--- src/rtl/sram_arb.sv ---
// sram_arb: two-requester arbiter for one word port of the capability SRAM.
// Round-robin grant, a lock that keeps a requester as owner across
// back-to-back accesses (with an idle timeout), and one-cycle read-response
// routing back to the requester that issued the read.
module sram_arb #(
   parameter int unsigned SramAw      = 15,
   parameter int unsigned DataWidth   = 32,
   parameter int unsigned LockTimeout = 4
) (
   input  logic                      clk_i,
   input  logic                      rst_ni,
   input  logic [1:0]                req_i,
   input  logic [1:0]                we_i,
   input  logic [1:0]                lock_i,
   input  logic [1:0][SramAw-1:0]    addr_i,
   input  logic [1:0][DataWidth-1:0] wdata_i,
   input  logic [1:0][DataWidth-1:0] wmask_i,
   input  logic [1:0]                wcap_i,
   output logic [1:0]                gnt_o,
   output logic [1:0]                rvalid_o,
   output logic [DataWidth-1:0]      rdata_o,
   output logic                      rcap_o,
   output logic                      mem_req_o,
   output logic                      mem_we_o,
   output logic [SramAw-1:0]         mem_addr_o,
   output logic [DataWidth-1:0]      mem_wdata_o,
   output logic [DataWidth-1:0]      mem_wmask_o,
   output logic                      mem_wcap_o,
   input  logic [DataWidth-1:0]      mem_rdata_i,
   input  logic                      mem_rcap_i,
   output logic                      locked_o
);

   localparam int unsigned CntW = $clog2(LockTimeout + 1);

   typedef enum logic {
      Unlocked,
      Locked
   } state_e;

   state_e            state_q, state_d;
   logic              owner_q, owner_d;
   logic              prio_q, prio_d;
   logic [CntW-1:0]   cnt_q, cnt_d;
   logic [1:0]        rv_q;
   logic              sel;

   // Index of the granted requester; only meaningful while a grant is active.
   assign sel = gnt_o[1];

   // State, priority pointer, idle counter and pending read routing.
   always_ff @(posedge clk_i or negedge rst_ni) begin
      if (!rst_ni) begin
         state_q <= Unlocked;
         owner_q <= 1'b0;
         prio_q  <= 1'b0;
         cnt_q   <= '0;
         rv_q    <= '0;
      end else begin
         state_q <= state_d;
         owner_q <= owner_d;
         prio_q  <= prio_d;
         cnt_q   <= cnt_d;
         rv_q    <= gnt_o & ~we_i;
      end
   end

   // Grant: only the owner while locked, otherwise round-robin on contention.
   always_comb begin
      gnt_o = '0;
      if (state_q == Locked) begin
         gnt_o[owner_q] = req_i[owner_q];
      end else if (&req_i) begin
         gnt_o[prio_q] = 1'b1;
      end else begin
         gnt_o = req_i;
      end
   end

   // Next state: lock/unlock on grant, idle timeout releases a silent owner.
   always_comb begin
      state_d = state_q;
      owner_d = owner_q;
      prio_d  = prio_q;
      cnt_d   = cnt_q;
      if (|gnt_o) begin
         prio_d = ~sel;
         cnt_d  = '0;
         if (lock_i[sel]) begin
            state_d = Locked;
            owner_d = sel;
         end else begin
            state_d = Unlocked;
         end
      end else if (state_q == Locked) begin
         // Release happens on the cycle the count would reach LockTimeout, so
         // the counter never has to hold a value beyond it.
         if (32'(cnt_q) + 32'd1 >= LockTimeout) begin
            state_d = Unlocked;
            prio_d  = ~owner_q;
            cnt_d   = '0;
         end else begin
            cnt_d = cnt_q + 1'b1;
         end
      end
   end

   // SRAM port mux from the granted requester; write controls forced low when idle.
   always_comb begin
      mem_req_o   = |gnt_o;
      mem_we_o    = mem_req_o & we_i[sel];
      mem_addr_o  = addr_i[sel];
      mem_wdata_o = wdata_i[sel];
      mem_wmask_o = mem_req_o ? wmask_i[sel] : '0;
      mem_wcap_o  = mem_req_o & wcap_i[sel];
   end

   assign rvalid_o = rv_q;
   assign rdata_o  = mem_rdata_i;
   assign rcap_o   = mem_rcap_i;
   assign locked_o = (state_q == Locked);

endmodule

--- config.mk ---
export PLATFORM = sky130hd
export DESIGN_NAME = sram_arb
export DESIGN_NICKNAME = d
export VERILOG_FILES = /design/src/rtl/sram_arb.sv
export SDC_FILE = /design/constraint.sdc
export NUM_CORES = 1
export LEC_CHECK = 0
export ABC_CLOCK_PERIOD_IN_PS = 4630
export CAP_MARGIN = 20
export CORE_AREA = 4 4 122 124
export DETAILED_ROUTE_END_ITERATION = 10
export DIE_AREA = 0 0 126 128
export GPL_ROUTABILITY_DRIVEN = 1
export GPL_TIMING_DRIVEN = 0
export SYNTH_ARGS = -nofsm -noshare
export SYNTH_HDL_FRONTEND = slang
export SYNTH_SLANG_ARGS = --single-unit
--- constraint.sdc ---
create_clock -name clk_i -period 4.63 [get_ports clk_i]
set_input_delay 0.463 -clock clk_i [delete_from_list [all_inputs] [get_ports clk_i]]
set_output_delay 0.463 -clock clk_i [all_outputs]
set_load 0.01 [all_outputs]
# Word level (Yosys, flattened, before mapping)
# Index checks and enable logic that the tools add are counted.
[op_classes]
n_addsub = 2
magnitude_cmp = 6
n_mux = 31
n_bitwise = 7
n_reduce_logical = 8
[ops]
columns = ["cell", "count"]
rows = [
  ["two-way mux 32 bit", 5],
  ["two-way mux 15 bit", 2],
  ["two-way mux 1 bit", 17],
  ["two-way mux 3 bit", 3],
  ["less-than comparator 1 x 2 -> 1 bit, second input constant", 3],
  ["AND reduction 2 bit", 3],
  ["adder 3 x 1 -> 4 bit, second input constant", 1],
  ["AND 2 bit", 2],
  [">= comparator 4 x 3 -> 1 bit, second input constant", 1],
  ["two-way mux 2 bit", 2],
  ["nonzero test 2 bit", 2],
  ["adder 3 x 1 -> 3 bit, second input constant", 1],
  ["AND 1 bit", 2],
  ["demux 1 bit (select 1 bit)", 2],
  [">= comparator 1 bit, second input constant", 2],
  ["logical AND 1 bit", 2],
  ["inverter 1 bit", 2],
  ["inverter 2 bit", 1],
  ["OR reduction 2 bit", 1],
]
[totals]
ff_bits = 8
inputBits = 201
output_inout_bits = 120
wordCells = 59

# Depth between registers and ports, before layout
# Gate-level depths: netlist of the first run.
[logic_depth]
ltp_word = 10
depth_mapped = 7
ltp_nobuf = 5

# Least setup slack after synthesis of the first run
# Ideal clock, no wire load.
[synth_timing]
path_kind = "flip-flop to output port"
startpoint = "register state_q (netlist: locked_o)"
endpoint = "output mem_wmask_o[0]"
t_arrival_ns = 1.465
required_time_ns = 4.167
setup_slack_ns = 2.702
stages_incl_launch_ff = 7
path_buffers = 2
cell_sequence = "dfrtp_1 -> or3b_1 -> nand3_2 -> buf_6 -> buf_6 -> nand2_1 -> a21oi_1"
[synth_between]
elab_chain_cells = 4
elab_cells_between_ends = 5
cone_classes = "4 x mux; 1 x reduce/logical"
[synth_lines]
columns = ["element", "line_no", "rtl"]
rows = [
  ["start, declared", "41", "state_e state_q, state_d;"],
  ["start signal, assigned", "54", "state_q <= Unlocked;"],
  ["start signal, assigned", "60", "state_q <= state_d;"],
  ["two-way mux 2 bit *", "71", "if (state_q == Locked) begin"],
  ["two-way mux 32 bit (implied by the code) (2 in series)", "114", "mem_wmask_o = mem_req_o ? wmask_i[sel] : '0;"],
  ["two-way mux 32 bit *", "114", ""],
  ["end, declared", "27", "output logic [DataWidth-1:0] mem_wmask_o,"],
]
# Mark *: on every way between the ends. The rest lies on a longest branch, timed or not. The select of a mux whose other input is x is not followed.

# Final worst setup path of the first run
[layout_timing]
startpoint = "input req_i[0]"
endpoint = "output mem_wmask_o[4]"
[layout_between]
elab_chain_cells = 7
elab_cells_between_ends = 10
cone_classes = "7 x mux; 1 x bitwise; 2 x reduce/logical"
[layout_lines]
columns = ["element", "line_no", "rtl"]
rows = [
  ["start, declared", "12", "input logic [1:0] req_i,"],
  ["two-way mux 1 bit (implied by the code) (2 in series)", "72", "gnt_o[owner_q] = req_i[owner_q];"],
  ["AND 2 bit (no source line)", "-", ""],
  ["two-way mux 2 bit *", "71", ""],
  ["two-way mux 32 bit (implied by the code) (2 in series)", "114", ""],
  ["two-way mux 32 bit *", "114", ""],
]
# Marks and branches as above.

==> impl_metrics.tcl, run 1 <==
set metrics [dict create \
    status "complete, no violations" \
    most-common-layout-cells "clkdlybuf4s50_1 (287), nand2_1 (213), a21oi_1 (37)" \
    layout_commonest_cell "clkdlybuf4s50_1" \
    ys_seq_area_share_pct 11.5 \
    vias_per_cell 4.03 \
    cp_max_fo 10 \
    critPathRequiredTime_ns 4.17 \
    syn_inst 341 \
    rows 43 \
    finalSetupTns_ns 0 \
    num_antenna_cells 0 \
    ctsResizeCount 0 \
    io_buffers 287 \
    ir_drop_v 0.000182 \
    root_buffer "clkbuf_16" \
    yosys_warnings 0 \
    dpl.hpwl_mm 10.3 \
    min_period_ns 3.21 \
    postCtsSetupBuffers 0 \
    pwr_density_cell_mw_per_mm2 353 \
    dr_total_vias 3268 \
    p_total_mw 1.74 \
    hold_buffers 0 \
    intPower_mw 0.983 \
    worstPathBufferInverterCount 5 \
    chipHeight_um 128 \
    dr.pass1.iters 4 \
    start_util_pct 12.7 \
    min_period_over_period_pct 69.2 \
    seq_area_um2 200 \
    synthTopCellsByArea "nand2_1 (46%), buf_4 (14%), dfrtp_1 (11%)" \
    place_congestion 0.836 \
    cp-start-kind "input port" \
    drt_iter0_markers 109 \
    clock_latency_ns 0.23 \
    hold_path.class "input port to asynchronous set/reset pin" \
    critPathTopFamily "buffers and inverters" \
    drive_above_1_share_pct 9.35 \
    cts_tree "built" \
    yosys.area.top_type_share_pct 45.8 \
    power_frac_seq_pct 6.8 \
    cts.sinks 8 \
    n_fill_cell 1487 \
    syn_nets 543 \
    ant_nets 0 \
    fp.dieW_um 126 \
    post_drt_wl_per_cell_um 14.7 \
    fin_skew_ns 0.000761 \
    synth_seq_cells 8 \
    max_freq_ghz 0.312 \
    ys_types 29 \
    worstMarginPinSlew_ns 0.595 \
    cp_cell_sequence "clkdlybuf4s50_1 -> or3b_1 -> nand3_2 -> inv_2 -> buf_2 -> buf_2 -> nand2_1 -> a21oi_1 -> clkdlybuf4s50_1" \
    drc 0 \
    grt_pass1_vias 3541 \
    grt_pass1_wl_mm 17.6 \
    yosys.area.top_type "nand2_1" \
    finalHoldViolations 0 \
    crit_slowest_cell "clkdlybuf4s50_1" \
    leakage_nw 2.22 \
    path_clk_slew_ns 0.03 \
    nNetsFinal 835 \
    synth_area_mm2 0.00175 \
    multi_input_area_mm2 0.00115 \
    drt_wl_total_mm 11.9 \
    antenna_found_initial 0 \
    maxCapViolations 0 \
    clockBufferDepth 2 \
    finalMaxSlewViolations 0 \
    p_comb_share_pct 85.0 \
    syn_avg_cell_area_um2 5.12 \
    fp.dieArea_mm2 0.0161 \
    grt_max_degree 11 \
    switching_share_pct 43.4 \
    critical_path_arrival_ns 2.74 \
    pwr-share-clk_pct 8.2 \
    cts_max_level 1 \
    cpPeakStageDelay_ns 0.57 \
    grt_use_total_pct 13.4 \
    rsz0062_at_grt "no" \
    netSwitchingPower_mw 0.755 \
    core_area_mm2 0.0138 \
    end_kind "output pin" \
    pin_count 321 \
    final-setup-viol-count 0 \
    cts_buffers 3 \
    syn_to_final_growth_pct 182 \
    relSlewSlack_pct 60.3 \
    grt.overflow.total 0 \
    crit_type "input port to output pin" \
]
path summary, 6_finish.rpt:
kind / start / to / slack [ns] / depth (start not counted)
min: rst_ni / prio_q$_DFFE_PN0P_ / 0.52 / 1
max in group asynchronous: rst_ni / cnt_q[2]$_DFFE_PN0P_ / 3.85 / 1
min reg2reg: prio_q$_DFFE_PN0P_ / prio_q$_DFFE_PN0P_ / 0.52 / 1
min in group clk_i: prio_q$_DFFE_PN0P_ / prio_q$_DFFE_PN0P_ / 0.52 / 1
max: req_i[0] / mem_wmask_o[4] / 1.42 / 9
max reg2reg: locked_o$_DFF_PN0_ / locked_o$_DFF_PN0_ / 2.98 / 5
cells in the mapped netlist:
| library cell | n |
|---|---|
| buf_2 | 15 |
| o31ai_1 | 1 |
| dfrtp_1 | 8 |
| and2b_1 | 1 |
| o221ai_1 | 1 |
| nand3_2 | 1 |
| and2_1 | 1 |
| nand2_1 | 213 |
| buf_4 | 33 |
| a31oi_1 | 1 |
| buf_6 | 3 |
| nand3_1 | 1 |
| nor2_1 | 3 |
| nor2b_1 | 1 |
| inv_2 | 2 |
| ha_1 | 1 |
| o21a_1 | 1 |
| or3b_1 | 1 |
| a21oi_1 | 37 |
| o22ai_2 | 1 |
| inv_1 | 4 |
| o21ai_0 | 1 |
| a311oi_1 | 1 |
| mux2i_1 | 2 |
| nand2b_1 | 1 |
| a211oi_1 | 1 |
| or2_2 | 1 |
| and3_1 | 1 |
| clkbuf_1 | 3 |
through the flow:
step                instances  utilization, %  hold slack, ns  setup slack (ns)  instance area [um^2]
floorplan                 341               -           0.167              2.70                  1750
global placement          808            35.2           0.484              1.40                  4840
detailed placement        808            35.2           0.507              1.39                  4840
CTS                       811            35.7           0.512              1.37                  4920
global route              811            35.7           0.535              1.18                  4920
finish                    811            35.7           0.517              1.42                  4920
power by group through the flow:
stage / combinational [mW] / clock (mW) / sequential (mW)
6_report: 1.48 / 0.142 / 0.118
5_1_grt: 1.61 / 0.150 / 0.122
4_1_cts: 1.51 / 0.144 / 0.117
3_5_place_dp: 1.50 / 0 / 0.118
3_3_place_gp: 1.48 / 0 / 0.116
2_1_floorplan: 0.649 / 0 / 0.115
logic make-up (layout without fill, tap and decap cells):
family	after synthesis	in the layout	synth area share, %
DFF	8	8	11.5
AOI/OAI and AO/OA	45	45	14.3
and+or+nand+nor	225	225	50.0
muxes	2	2	1.15
adders and majority gates	1	1	0.717
buffers and inverters	60	350	22.4
layout make-up:
class                   instances  area share, %
repair buffers                287           58.4
multi-input cells             273           23.5
plain buffers                  54           7.48
well taps                     180           4.58
flip-flops and latches          8           4.07
clock buffers                   3           1.53
inverters                       6          0.458
state kept, by name, indices dropped and copies added (netlist names):
| name | flops |
|---|---|
| rvalid_o | 2 |
| locked_o | 1 |
| prio_q | 1 |
| owner_q | 1 |
| cnt_q | 3 |
metal layers:
metal,share of wire [%],global-route usage (%)
met1,37,14.8
met2,51,25.4
met3,9.7,3.50
met4,1.8,3.22
met5,0,0
Note: power is estimated with default switching activity, not from simulation.
==> run 2: changes to the inputs <==
--- a/config.mk
+++ b/config.mk
@@ -5,11 +5,11 @@
 export SDC_FILE = /design/constraint.sdc
 export NUM_CORES = 1
 export LEC_CHECK = 0
-export ABC_CLOCK_PERIOD_IN_PS = 4630
+export ABC_CLOCK_PERIOD_IN_PS = 3000
 export CAP_MARGIN = 20
-export CORE_AREA = 4 4 122 124
+export CORE_AREA = 4 4 121 123
 export DETAILED_ROUTE_END_ITERATION = 10
-export DIE_AREA = 0 0 126 128
+export DIE_AREA = 0 0 125 127
 export GPL_ROUTABILITY_DRIVEN = 1
 export GPL_TIMING_DRIVEN = 0
 export SYNTH_ARGS = -nofsm -noshare
==> constraint.sdc (replaced) <==
create_clock -name clk_i -period 3 [get_ports clk_i]
set_input_delay 0.3 -clock clk_i [delete_from_list [all_inputs] [get_ports clk_i]]
set_output_delay 0.3 -clock clk_i [all_outputs]
set_load 0.01 [all_outputs]
==> impl_metrics.tcl, run 2 (synthesis gave the netlist of run 1 again) <==
set metrics [dict create \
    dr.pass1.iters 4 \
    fin_cells 811 \
    most-common-layout-cells "clkdlybuf4s50_1 (287), nand2_1 (213), a21oi_1 (37)" \
    min_period_ns 2.86 \
    ant_nets 0 \
    finalHoldViolations 0 \
    largest_register_ffs 3 \
    path_clk_slew_ns 0.04 \
    dpl.hpwl_mm 10.4 \
    r2r_slack_ns 1.36 \
    dp_cells 808 \
    cp-start-kind "input port" \
    finalSetupTns_ns 0 \
    grt_pass1_vias 3439 \
    syn_to_final_growth_pct 182 \
    top_register "cnt_q" \
    critical_path_arrival_ns 2.56 \
    finalMaxSlewViolations 0 \
    drc 0 \
    root_buffer "clkbuf_16" \
    final_util_pct 36.0 \
    drt_iter0_markers 74 \
    max_freq_ghz 0.349 \
    r2r_end "locked_o$_DFF_PN0_" \
    grt_pass1_wl_mm 17.7 \
    core_area_mm2 0.0137 \
    vias_per_cell 3.94 \
    status "complete, no violations" \
    rsz0062_at_grt "no" \
    grt_use_total_pct 13.7 \
    grt.overflow.total 0 \
    cts_max_level 1 \
    antenna_found_initial 0 \
    relSlewSlack_pct 60.4 \
    cts_buffers 3 \
    hold_path.class "input port to asynchronous set/reset pin" \
    clock_latency_ns 0.23 \
    io_buffers 287 \
    maxCapViolations 0 \
    crit_type "input port to output pin" \
    min_period_over_period_pct 95.4 \
    fp.dieW_um 125 \
    fin_skew_ns 0.000497 \
    clockBufferDepth 2 \
    startpoint "req_i[1]" \
    cts_tree "built" \
    worstMarginPinSlew_ns 0.593 \
    grt_max_degree 11 \
    dr_total_vias 3197 \
    critPathRequiredTime_ns 2.70 \
    start_util_pct 12.8 \
    leakage_nw 2.22 \
    final-setup-viol-count 0 \
    pwr_density_cell_mw_per_mm2 550 \
    rows 43 \
    end_kind "output pin" \
    ir_drop_v 0.000317 \
    drt_wl_total_mm 12.1 \
    fp.dieArea_mm2 0.0159 \
    post_drt_wl_per_cell_um 14.9 \
    place_congestion 0.906 \
    layout_commonest_cell "clkdlybuf4s50_1" \
    crit_end "mem_wmask_o[6]" \
    pin_count 321 \
    p_total_mw 2.71 \
    nNetsFinal 835 \
    worst-r2r-cell-count 5 \
    cp_max_fo 10 \
    cts.sinks 8 \
    hold_buffers 0 \
    worstReg2RegStart "locked_o$_DFF_PN0_" \
    num_antenna_cells 0 \
    chipHeight_um 127 \
    drive_above_1_share_pct 9.35 \
]
run 2: changes by cell type in the layout (fill, tap and decap cells not counted):
cell      previous run  this run
buf_4               33        34
buf_2               15        12
clkbuf_4             0         2
run 2: critical path: stages:
cell and delay, ns:
clkdlybuf4s50_1 0.50, inv_1 0.13, nor2_1 0.06, o22ai_2 0.46, clkbuf_1 0.46, a21oi_1 0.13
clkdlybuf4s50_1 0.51
run 2: power by group:
group	switching (mW)	internal [mW]	total, mW	leakage (nW)
Sequential	0.0391	0.144	0.183	0.103
Clock	0.0492	0.172	0.221	0.0370
Combinational	1.09	1.21	2.30	2.08
Total	1.18	1.53	2.71	2.22
run 2: worst min path at each step:
| stage | cells past startpoint | slack [ns] | end | start |
|---|---|---|---|---|
| after CTS | 1 | 0.37 | cnt_q[0]$_DFFE_PN0P_ | rst_ni |
| after floorplan | 0 | 0.004 | cnt_q[0]$_DFFE_PN0P_ | rst_ni |
| after global routing | 1 | 0.40 | rvalid_o[0]$_DFF_PN0_ | rst_ni |
| final | 1 | 0.36 | rvalid_o[0]$_DFF_PN0_ | rst_ni |
| after detailed placement | 1 | 0.53 | prio_q$_DFFE_PN0P_ | prio_q$_DFFE_PN0P_ |
| after global placement | 1 | 0.49 | prio_q$_DFFE_PN0P_ | prio_q$_DFFE_PN0P_ |
run 2: cell type report:
| type | instances | area (um^2) |
|---|---|---|
| Fill cell | 1457 | 8740 |
| Timing Repair Buffer | 287 | 2870 |
| Multi-Input combinational cell | 273 | 1150 |
| Buffer | 54 | 375 |
| Tap cell | 180 | 225 |
| Sequential cell | 8 | 200 |
| Clock buffer | 3 | 75.1 |
| Inverter | 6 | 22.5 |
run 2: repair_timing:
action / CTS / global route
setup buffers: 0 / 0
setup endpoints to repair: 1 / 10
pin swaps: 0 / 0
resized for setup: 1 / 2
gates cloned: 0 / 0
run 2: through the flow:
step           setup WS, ns  hold slack (ns)  area (um^2)
3_3_place_gp         0.0359            0.490         4840
3_5_place_dp         0.0181            0.526         4840
2_1_floorplan          1.23          0.00441         1750
4_1_cts              0.0830            0.371         4920
5_1_grt             0.00509            0.396         4930
6_report              0.138            0.361         4930
run 2: routing by layer:
layer | track usage, % | wire, um | vias up | share of wire [%]
li1 | - | - | 1607 | -
met1 | 14.4 | 4500 | 1376 | 37
met2 | 26.8 | 6180 | 201 | 51
met3 | 4.39 | 1220 | 13 | 10
met4 | 2.42 | 163 | 0 | 1.4
met5 | 0 | 0 | - | 0
